[config.mk]
export PLATFORM = sky130hd
export DESIGN_NAME = memory_readout_controller
export DESIGN_NICKNAME = d
export VERILOG_FILES = /design/src/rtl/memory_readout_controller.sv
export SDC_FILE = /design/constraint.sdc
export NUM_CORES = 1
export LEC_CHECK = 0
export ABC_AREA = 1
export BUFFER_PORTS_ARGS = -buffer_cell sky130_fd_sc_hd__buf_2
export CORE_MARGIN = 4
export CORE_UTILIZATION = 55
export DETAILED_ROUTE_END_ITERATION = 6
export HOLD_SLACK_MARGIN = 0.1
export PLACE_DENSITY = 0.75
export SLEW_MARGIN = 20
export SYNTH_ARGS = -nofsm -noshare
export SYNTH_HDL_FRONTEND = slang
export SYNTH_SLANG_ARGS = --single-unit
[constraint.sdc]
create_clock -name clk -period 3.42 [get_ports clk]
set_input_delay 0.684 -clock clk [delete_from_list [all_inputs] [get_ports clk]]
set_output_delay 0.684 -clock clk [all_outputs]
set_load 0.01 [all_outputs]
[src/rtl/memory_readout_controller.sv]
// Read side of the two-bank sample memory: queues drain jobs, streams samples downstream.
// Optional READOUT_HEADER_EN emits a header word (count, bank) ahead of each job.
module memory_readout_controller #(
  parameter int DATA_W     = 8,
  parameter int IDX_W      = 8,
  parameter int BANK_DEPTH = 200
) (
  input  logic              clk,
  input  logic              reset,
  input  logic              bank0_full,
  input  logic              bank1_full,
  input  logic              memorization_completed,
  input  logic [IDX_W-1:0]  idx_final,
  input  logic [DATA_W-1:0] rd_data,
  input  logic              out_ready,
  output logic [IDX_W:0]    rd_addr,
  output logic              re,
  output logic [DATA_W-1:0] out_data,
  output logic              out_valid,
  output logic              out_last,
  output logic              out_eof,
  output logic              out_hdr,
  output logic              busy,
  output logic              overrun
);

  localparam int CNT_W = IDX_W + 1;

`ifdef READOUT_HEADER_EN
  typedef enum logic [2:0] {IDLE, HDR, READ, WAIT, OUT} state_t;
`else
  typedef enum logic [1:0] {IDLE, READ, WAIT, OUT} state_t;
`endif

  state_t           state;
  logic [1:0]       q_bank;
  logic [1:0]       q_eof;
  logic [CNT_W-1:0] q_count [2];
  logic [1:0]       q_cnt;
  logic             wr_bank_track;

  logic             cur_bank;
  logic             cur_eof;
  logic [CNT_W-1:0] cur_count;
  logic [CNT_W-1:0] idx;

  logic [1:0]       n_bank;
  logic [1:0]       n_eof;
  logic [CNT_W-1:0] n_count [2];
  logic [1:0]       n_cnt;
  logic             n_track;
  logic             n_ovr;
  logic             pop;
  logic             push_v;
  logic             push_bank;
  logic [CNT_W-1:0] push_count;

  logic             is_last;
  logic [CNT_W-1:0] idx_next;

  assign pop      = (state == IDLE) && (q_cnt != 2'd0);
  assign is_last  = (idx == cur_count - CNT_W'(1));
  assign idx_next = idx + CNT_W'(1);
  assign busy     = (state != IDLE) || (q_cnt != 2'd0);

  // Pop first, then the pulses in order bank0, bank1, completion; a completion
  // in the same cycle as a full pulse lands in the bank the writer just flipped to.
  always_comb begin
    n_bank     = q_bank;
    n_eof      = q_eof;
    n_count    = q_count;
    n_cnt      = q_cnt;
    n_track    = wr_bank_track;
    n_ovr      = 1'b0;
    push_v     = 1'b0;
    push_bank  = 1'b0;
    push_count = '0;
    if (pop) begin
      n_bank[0]  = q_bank[1];
      n_eof[0]   = q_eof[1];
      n_count[0] = q_count[1];
      n_cnt      = q_cnt - 2'd1;
    end
    for (int k = 0; k < 3; k++) begin
      push_v     = (k == 0) ? bank0_full : (k == 1) ? bank1_full : memorization_completed;
      push_bank  = (k == 0) ? 1'b0 : (k == 1) ? 1'b1 : n_track;
      push_count = (k == 2) ? CNT_W'(idx_final) + CNT_W'(1) : CNT_W'(BANK_DEPTH);
      if (push_v) begin
        n_track = ~n_track;
        if (n_cnt == 2'd2) begin
          n_ovr = 1'b1;
        end else begin
          n_bank[n_cnt[0]]  = push_bank;
          n_eof[n_cnt[0]]   = (k == 2);
          n_count[n_cnt[0]] = push_count;
          n_cnt             = n_cnt + 2'd1;
        end
        if ((state != IDLE) && (push_bank == cur_bank))
          n_ovr = 1'b1;
      end
    end
  end

  always_ff @(posedge clk or posedge reset) begin
    if (reset) begin
      q_bank        <= '0;
      q_eof         <= '0;
      q_count[0]    <= '0;
      q_count[1]    <= '0;
      q_cnt         <= '0;
      wr_bank_track <= 1'b0;
      overrun       <= 1'b0;
    end else begin
      q_bank        <= n_bank;
      q_eof         <= n_eof;
      q_count       <= n_count;
      q_cnt         <= n_cnt;
      wr_bank_track <= n_track;
      overrun       <= overrun | n_ovr;
    end
  end

`ifdef READOUT_HEADER_EN
  logic [DATA_W-1:0] hdr_word;
  // When the index range fills the data word, the top bit carries the bank instead.
  always_comb begin
    hdr_word = DATA_W'(q_count[0]);
    if (!(DATA_W > IDX_W))
      hdr_word[DATA_W-1] = q_bank[0];
  end
`else
  assign out_hdr = 1'b0;
`endif

  // One sample per READ -> WAIT -> OUT pass; outputs only change on acceptance.
  always_ff @(posedge clk or posedge reset) begin
    if (reset) begin
      state     <= IDLE;
      re        <= 1'b0;
      rd_addr   <= '0;
      out_data  <= '0;
      out_valid <= 1'b0;
      out_last  <= 1'b0;
      out_eof   <= 1'b0;
      cur_bank  <= 1'b0;
      cur_eof   <= 1'b0;
      cur_count <= '0;
      idx       <= '0;
`ifdef READOUT_HEADER_EN
      out_hdr   <= 1'b0;
`endif
    end else begin
      case (state)
        IDLE: begin
          if (pop) begin
            cur_bank  <= q_bank[0];
            cur_eof   <= q_eof[0];
            cur_count <= q_count[0];
            idx       <= '0;
`ifdef READOUT_HEADER_EN
            state     <= HDR;
            out_valid <= 1'b1;
            out_hdr   <= 1'b1;
            out_data  <= hdr_word;
`else
            state     <= READ;
            re        <= 1'b1;
            rd_addr   <= {q_bank[0], IDX_W'(0)};
`endif
          end
        end
`ifdef READOUT_HEADER_EN
        HDR: begin
          if (out_ready) begin
            out_valid <= 1'b0;
            out_hdr   <= 1'b0;
            re        <= 1'b1;
            rd_addr   <= {cur_bank, idx[IDX_W-1:0]};
            state     <= READ;
          end
        end
`endif
        READ: begin
          re    <= 1'b0;
          state <= WAIT;
        end
        WAIT: begin
          out_data  <= rd_data;
          out_valid <= 1'b1;
          out_last  <= is_last;
          out_eof   <= is_last & cur_eof;
          state     <= OUT;
        end
        OUT: begin
          if (out_ready) begin
            out_valid <= 1'b0;
            out_last  <= 1'b0;
            out_eof   <= 1'b0;
            if (is_last) begin
              state <= IDLE;
            end else begin
              idx     <= idx_next;
              re      <= 1'b1;
              rd_addr <= {cur_bank, idx_next[IDX_W-1:0]};
              state   <= READ;
            end
          end
        end
        default: state <= IDLE;
      endcase
    end
  end

endmodule

=== Yosys cells after proc, flatten, opt, wreduce, memory -nomap -nowiden ===
Cells that the tools add are included.

* Add/sub/neg operators: 7
* Order comparisons: 12
* Eq/ne operators: 11
* Mux-type cells: 74
* Bitwise operators: 22
* Reductions and logical operators: 22

{| class="wikitable"
|+ Operators by type and width
! cell !! count
|-
| two-way mux 18 bit || 6
|-
| two-way mux 9 bit || 10
|-
| two-way mux 2 bit || 21
|-
| one-hot mux 9 bit (2 select lines) || 2
|-
| demux 9 bit (select 1 bit) || 3
|-
| AND 12 bit || 2
|-
| inverter 12 bit || 2
|-
| two-way mux 1 bit || 22
|-
| bitwise mux 18 bit || 1
|-
| OR 6 bit || 2
|-
| == test 2 bit (second input constant) || 5
|-
| logical AND 1 bit || 10
|-
| adder 8 x 1 -> 9 bit (second input constant) || 1
|-
| adder 9 x 1 -> 9 bit (second input constant) || 1
|-
| == test 9 bit || 1
|-
| subtractor 9 x 1 -> 9 bit (second input constant) || 1
|-
| one-hot mux 2 bit (4 select lines) || 1
|-
| AND reduction 4 bit || 2
|-
| nonzero test 2 bit || 4
|-
| adder 2 x 1 -> 2 bit (second input constant) || 3
|-
| AND 2 bit || 3
|-
| greater-or-equal comparator 2 bit (second input constant) || 3
|-
| < comparator 1 x 2 -> 1 bit (second input constant) || 3
|-
| < comparator 2 x 1 -> 1 bit (second input constant) || 3
|-
| 19 further kinds || 36
|}

* Bits in registers: 69

=== Longest topological paths before layout ===
Gate-level depths: netlist of the first run.

* Word-level depth: 18
* Depth in mapped cells: 20
* Gate-level depth less buffers: 20

=== Least setup slack after synthesis of the first run ===
OpenSTA, ideal clock, no wires.

* Kind: flip-flop to flip-flop
* From: register state[0]
* To: register q_bank[1]
* Setup time: 0.117 ns
* Arrival: 2.806 ns
* Setup slack: 0.496 ns
* Cell stages (with the launch flop): 20
* Clock period less this slack: 2.924 ns
* Cells stage by stage: dfrtp_1 > inv_1 > ha_1 > buf_4 > nand2_4 > xor2_2 > inv_1 > ha_1 > or2_1 > o21ai_2 > ha_1 > nand2_1 > o21ai_2 > inv_2 > ha_1 > nor2_1 > nand2_1 > buf_2 > o21ai_1 > inv_1

* Word-level cells in the longest chain between the ends: 17
* Elaborated cells between the ends (all ways): 37
* Those cells by class: add/sub: 2; order compare: 6; eq/ne: 3; mux: 18; bitwise: 3; reduce/logical: 5

{| class="wikitable"
|+ RTL lines
! item !! RTL line !! source
|-
| start, declared || 35 || <nowiki>state_t state;</nowiki>
|-
| start signal, assigned || 138 || <nowiki>state <= IDLE;</nowiki>
|-
| start signal, assigned || 166 || <nowiki>state <= READ;</nowiki>
|-
| start signal, assigned || 185 || <nowiki>state <= WAIT;</nowiki>
|-
| logical NOT 2 bit (*) || 61 || <nowiki>assign pop = (state == IDLE) && (q_cnt != 2'd0);</nowiki>
|-
| logical AND 1 bit (*) || 61 ||
|-
| two-way mux 2 bit (*) || 78 || <nowiki>if (pop) begin</nowiki>
|-
| parallel branches: the longest is 13 deep, another holds adder 2 x 1 -> 2 bit || - ||
|-
| two-way mux 2 bit (*) || 88 || <nowiki>if (push_v) begin</nowiki>
|-
| via n_bank[1] || 47 || <nowiki>logic [1:0] n_bank;</nowiki>
|-
| end signal, assigned || 114 || <nowiki>q_bank <= n_bank;</nowiki>
|-
| end, declared || 36 || <nowiki>logic [1:0] q_bank;</nowiki>
|}

Mark *: on every way through the listed nets, which the timed path passes.
A chain may end at the register's enable or synchronous reset.

==> key figures, run 1 <==
Outcome
  – Status: complete, no violations

Yosys
  – Most numerous cell in the Yosys netlist: nand2_1
  – Synth Area in XOR/XNOR: 5.554%
  – Post-synth top area cell: dfrtp_1
  – Mapped cell area: 3605 um^2
  – Synth unique cells: 32
  – Synth Area in Compound Gates: 8.365%
  – Post-synth top area share: 42.35%
  – Yosys warning count: 0
  – Main combinational cell family by area after synthesis: simple AND/OR/NAND/NOR gates
  – Mux contribution to synthesized area: 1.250%
  – Simple logic cell fraction of the synthesized area: 27.49%
  – Commonest cells post-synth: 130 x nand2_1, 61 x dfrtp_1, 51 x inv_1
  – Post-synthesis net count: 507
  – Synth async-reset ratio: 100.0%
  – Synth top area cells: dfrtp_1 42%, nand2_1 14%, inv_1 5.3%
  – Cell count after synthesis: 471
  – Avg Synthesized Cell Area: 7.653 um^2
  – Synth Flop Type: dfrtp_1
  – Register area share after synthesis: 42.35%
  – Adder-cell share of the synthesized area: 4.859%
  – Post-synth EDFFs: 0
  – #FFs+latches synth: 61

Floorplanning
  – Die ar.: 7913 um^2
  – Io pins: 46
  – Die X-Extent: 88.96 um
  – Core area: 6350 um^2
  – Starting Density: 56.77%
  – Row cnt: 29
  – Die Ht: 88.96 um

Pwr
  – Internal: 2014 uW
  – Gate power share: 49.2%
  – Sw power: 1586 uW
  – Leak pwr: 0.002095 uW
  – Clock power share: 18.7%
  – Sw frac: 44.05%
  – Sequential power share: 32.0%
  – Pwr Density: 891.7 nW/um^2
  – Max VDD drop: 617.1 uV

Critical path
  – Critical path type: reg2reg
  – CP Launch Type: flip-flop
  – Cells on worst reg2reg path: 17
  – Worst EP arrival: 3.36 ns
  – Required time of the critical path: 3.63 ns
  – Crit-path max FO: 21
  – Critical Path Sink Type: flip-flop

Clocking
  – Clock slew at reported path FFs: 0.06 ns
  – Post-CTS Hold Buffers: 0
  – CTS tree: done
  – Clk_lat worst skew: 0.34 ns
  – Cts bufs inserted: 9
  – CTS Sinks: 61
  – CTS max path bufs: 2
  – H-tree Lvls: 3
  – Clock root cell: clkbuf_8

Min path
  – Worst hold-check path type: in2async

Route
  – WL final: 7.295 mm
  – WL/cell: 12.39 um
  – Vias post-DR: 2976
  – Initial DRC Count: 104
  – Drt drc: 0
  – Pre-Repair DR Iteration Count: 4
  – Avg Vias per Cell: 5.053
  – Remaining antenna violation count: 0

Timing
  – Slew Limit Fails: 0
  – # setup viols final: 0
  – Hold_ws: 0.3148 ns
  – Final worst setup slack: 0.2646 ns
  – Final Critical Period: 3.155 ns
  – Worst Clk Skew: 0.006706 ns
  – Period utilization: 92.26%
  – Rel. slew slack: 63.19%
  – Least-Margin Pin Slew: 0.5521 ns
  – Final Hold Vio Count: 0
  – Setup_tns: 0 ns
  – Fmax: 0.3169 GHz

Job
  – Max_cap viols: 0

Placement
  – Final HPWL DP: 5.298 mm
  – PortBufs: 44
  – GPL Wtd Cong: 0.8478
  – Placed insts: 572
  – Worst slack, placed: 0.1982 ns

GRT
  – GRT Total Usage: 20.50%
  – Pin count of the biggest net entering global routing: 46
  – GR Overflow Total: 0
  – Vias in the first global route: 2809
  – First-pass GRT wire length: 12.59 mm
  – Initial antenna violation count: 0

Finish
  – Nets: 543
  – Layout cells sized above 1: 18.16%
  – Fillers: 559
  – Area delta synth->final: 12.01%
  – Diodes inserted: 0
  – Non-Filler Instances: 589
==> logic make-up after synthesis <==
logic type	Yosys count
adder cells (fa/ha/maj)	14
flip-flops	61
AO/OA/AOI/OAI	57
AND/OR/NAND/NOR	230
other	1
XOR/XNOR	22
buffers and inverters	82
multiplexers	4
==> state kept, by name (all words and copies together), names as in the netlist, 2 cells and up <==
register,flops
q_count,18
cur_count,9
rd_addr,9
out_data,8
q_bank,2
q_cnt,2
q_eof,2
state,2
==> timing repair <==
action                     CTS  global route
buffers inserted             0             1
gates resized for setup      0             3
setup endpoints to repair    0            16
==> routing by layer <==
layer	wire, um	track usage (%)	vias to the layer above
li1	-	-	1555
met1	3354	26.80	1343
met2	3453	32.39	62
met3	308	5.253	16
met4	178	8.931	0
met5	0	0	-
==> layout by cell type, fill, tap and decap left out, types with 6 or more instances in the layout <==
cell type	count
inv_2	7
ha_1	13
nand2_1	129
clkbuf_8	12
buf_2	44
a21oi_1	15
nor2_1	38
o21ai_0	21
xor2_1	15
xnor2_1	6
dfrtp_1	61
o21ai_1	16
inv_1	50
nand3_1	33
buf_4	6
nand4_1	12
==> worst max-delay path: stages, from the launching register on <==
cell and delay, ns:
dfrtp_1 0.41, inv_1 0.10, ha_1 0.26, nand2_4 0.11, xor2_2 0.21, inv_1 0.11
ha_1 0.20, or2_1 0.23, o21ai_2 0.11, ha_1 0.17, nand2_1 0.05, o21ai_0 0.11
inv_1 0.09, ha_1 0.21, nor2_2 0.16, nand2_2 0.26, nor2_1 0.19, a21oi_1 0.05
==> final timing paths <==
| path | start | slack (ns) | to |
|---|---|---|---|
| min | reset | 0.31 | out_data[0] |
| min reg2reg | re | 0.46 | re |
| max | state[0] | 0.26 | q_count[15] |
| max in group asynchronous | reset | 2.23 | rd_addr[3] |
| max reg2reg | state[0] | 0.26 | q_count[15] |
| min in group clk | re | 0.46 | re |
==> metrics by stage <==
| stage | total power [uW] | cell area, um^2 | util (%) |
|---|---|---|---|
| finish | 3600 | 4038 | 63.59 |
| global route | 3960 | 4038 | 63.59 |
| CTS | 3602 | 4023 | 63.35 |
| detailed placement | 2910 | 3811 | 60.02 |
| global placement | 2841 | 3811 | 60.02 |
| floorplan | 2516 | 3605 | - |
==> power groups by stage <==
stage               registers [uW]  logic (uW)  clock network, uW
floorplan                     1160        1360                  0
finish                        1150        1770                675
CTS                           1150        1760                688
detailed placement            1170        1740                  0
global placement              1160        1680                  0
global route                  1190        2040                725
==> layout make-up <==
class                           count  area [um^2]  share of cell area (%)
Clock buffer                       13        168.9                   4.183
Clock inverter                      3        42.54                   1.054
Inverter                           57        214.0                   5.299
Multi-Input combinational cell    328         1724                   42.70
Sequential cell                    61         1526                   37.81
Tap cell                           77        96.34                   2.386
Timing Repair Buffer               50        265.3                   6.570
Note: power is estimated with default switching activity, not from simulation.
==> run 2: changes to the inputs <==
==> constraint.sdc (replaced) <==
create_clock -name clk -period 3.42 [get_ports clk]
set_input_delay 0.342 -clock clk [delete_from_list [all_inputs] [get_ports clk]]
set_output_delay 0.342 -clock clk [all_outputs]
set_load 0.01 [all_outputs]
==> key figures, run 2 (synthesized netlist as in run 1, its figures left out) <==
Timing
  – Worst Clk Skew: 0.008852 ns (+0.002146 ns)
  – Rel. slew slack: 49.46% (-14 points)
  – Slew Limit Fails: 0 (unchanged)
  – # setup viols final: 0 (unchanged)
  – Period utilization: 93.86% (+1.6 points)
  – Least-Margin Pin Slew: 0.7570 ns (+0.2049 ns)
  – Fmax: 0.3115 GHz (-1.7%)
  – Setup_tns: 0 ns (unchanged)
  – Final Hold Vio Count: 0 (unchanged)
  – Final Critical Period: 3.210 ns (+0.05456 ns)

Finish
  – Fillers: 549 (-1.8%)
  – Register area: 1526 um^2 (unchanged)
  – Area occupied by multi-input gates: 1722 um^2 (-0.14%)
  – Commonest non-fill, non-tap cells in the layout: 129 x nand2_1, 61 x dfrtp_1, 50 x inv_1
  – Max reg flops: 18 (unchanged)
  – Biggest register: q_count
  – Nets: 542 (-0.18%)
  – Largest regs: q_count x18, cur_count x9, rd_addr x9
  – Layout cells sized above 1: 17.84% (-0.32 points)
  – Commonest non-fill, non-tap cell in the layout: nand2_1
  – Diodes inserted: 0 (unchanged)
  – Area delta synth->final: 11.00%

Route
  – Vias post-DR: 3044 (+2.3%)
  – WL final: 7.405 mm (+1.5%)
  – WL/cell: 12.61 um (+1.9%)
  – Initial DRC Count: 100 (-3.8%)
  – Pre-Repair DR Iteration Count: 4 (unchanged)
  – Remaining antenna violation count: 0 (unchanged)
  – Avg Vias per Cell: 5.186 (+2.6%)
  – Drt drc: 0 (unchanged)

Floorplanning
  – Row cnt: 29 (unchanged)
  – Die X-Extent: 88.96 um (unchanged)
  – Die ar.: 7913 um^2 (unchanged)
  – Core area: 6350 um^2 (unchanged)
  – Die Ht: 88.96 um (unchanged)
  – Io pins: 46 (unchanged)
  – Starting Density: 56.77% (unchanged)

Placement
  – GPL Wtd Cong: 0.8433 (-0.53%)
  – Final HPWL DP: 5.504 mm (+3.9%)
  – PortBufs: 44 (unchanged)

Critical path
  – Top Family by Delay on Critical Path: adder cells
  – Worst EP arrival: 3.43 ns (+0.07 ns)
  – Largest stage delay, worst path: 0.42 ns (about the same)
  – Worst-path cell chain: inv_1, ha_1, nand2_4, xor2_2, inv_1, ha_1, or2_1, o21ai_2, ha_1, nand2_1, o21ai_2, inv_2, ha_1, nor2_2, nand2_2, buf_4, nand3_1, o21ai_1
  – Stages on the worst setup path: 18 (+1)
  – Cells on worst reg2reg path: 18 (+1)
  – Critical path type: reg2reg
  – CP bufs+invs: 4 (+1)
  – Crit-path max FO: 14 (-33%)
  – CP max-delay cell: dfrtp_1
  – Most used cell, CP: ha_1
  – Required time of the critical path: 3.64 ns (about the same)
  – CP Launch Type: flip-flop
  – Critical Path Sink Type: flip-flop

Clocking
  – CTS Sinks: 61 (unchanged)
  – Setup bufs post-CTS: 0 (unchanged)
  – Clk_lat worst skew: 0.34 ns (about the same)
  – CTS max path bufs: 2 (unchanged)
  – Clock root cell: clkbuf_8
  – Cts bufs inserted: 9 (unchanged)
  – H-tree Lvls: 3 (unchanged)
  – Clock slew at reported path FFs: 0.07 ns (about the same)
  – Post-CTS Hold Buffers: 0 (unchanged)
  – CTS tree: done

GRT
  – First-pass GRT wire length: 12.45 mm (-1.1%)
  – Initial antenna violation count: 0 (unchanged)
  – Vias in the first global route: 2782 (-0.96%)
  – GR Overflow Total: 0 (unchanged)
  – GRT Total Usage: 20.41% (-0.098 points)
  – Pin count of the biggest net entering global routing: 39 (-15%)

Pwr
  – Max VDD drop: 581.3 uV (-5.8%)
  – Power, Total: 3509 uW (-2.5%)
  – Leak pwr: 0.002076 uW (-0.89%)
  – Pwr Density: 877.0 nW/um^2 (-1.6%)

Min path
  – Worst hold-check path type: in2async

Job
  – Max_cap viols: 0 (unchanged)

Outcome
  – Status: complete, no violations
## run 2: changes by cell type in the layout (fill, tap and decap cells not counted)
| cell | before | now |
|---|---|---|
| bufinv_16 | 1 | 0 |
| buf_4 | 6 | 5 |
| ha_1 | 13 | 14 |
| clkinvlp_4 | 1 | 2 |
| clkbuf_1 | 1 | 0 |
| ha_2 | 1 | 0 |
## run 2: report_power, final
| group | switching, uW | internal, uW |
|---|---|---|
| sequential | 172 | 990 |
| clock | 274 | 317 |
| combinational | 1140 | 620 |
| total | 1580 | 1930 |
## run 2: metal layers
metal  up-vias  wire length (um)  global-route usage [%]
met5         -                 0                       0
met4         0                95                   6.766
met3        10               375                   5.806
met2        81              3615                   34.08
met1      1398              3320                   25.59
li1       1555                 -                       -
## run 2: final cells by class
class,count,area share (%)
timing repair buffer,49,6.442
clock buffer,12,4.128
inverter,57,5.347
tap,77,2.408
sequential,61,38.15
multi-input combinational,328,43.03
clock inverter,3,0.5003
## run 2: stage by stage
stage | hold slack [ns] | setup slack [ns] | util [%] | instances | area (um^2)
2_1_floorplan | 0.4365 | 0.4965 | - | 471 | 3605
3_3_place_gp | 0.4508 | 0.3715 | 60.02 | 572 | 3811
3_5_place_dp | 0.4540 | 0.2212 | 60.02 | 572 | 3811
4_1_cts | 0.1513 | 0.1610 | 62.94 | 587 | 3996
5_1_grt | 0.1860 | -0.03707 | 63.01 | 587 | 4001
6_report | 0.1336 | 0.2100 | 63.01 | 587 | 4001
## run 2: path summary, 6_finish.rpt
kind,startpoint,endpoint,slack (ns)
max,state[0],q_count[2],0.21
min,reset,overrun,0.13
max reg2reg,state[0],q_count[2],0.21
min reg2reg,rd_addr[8],rd_addr[8],0.46
max in group asynchronous,reset,q_count[14],2.46
min in group clk,rd_data[3],out_data[3],0.20
## run 2: timing repair
item / CTS / global route
resized for setup: 0 / 2
setup endpoints to repair: 0 / 7
hold endpoints to repair: 0 / 0
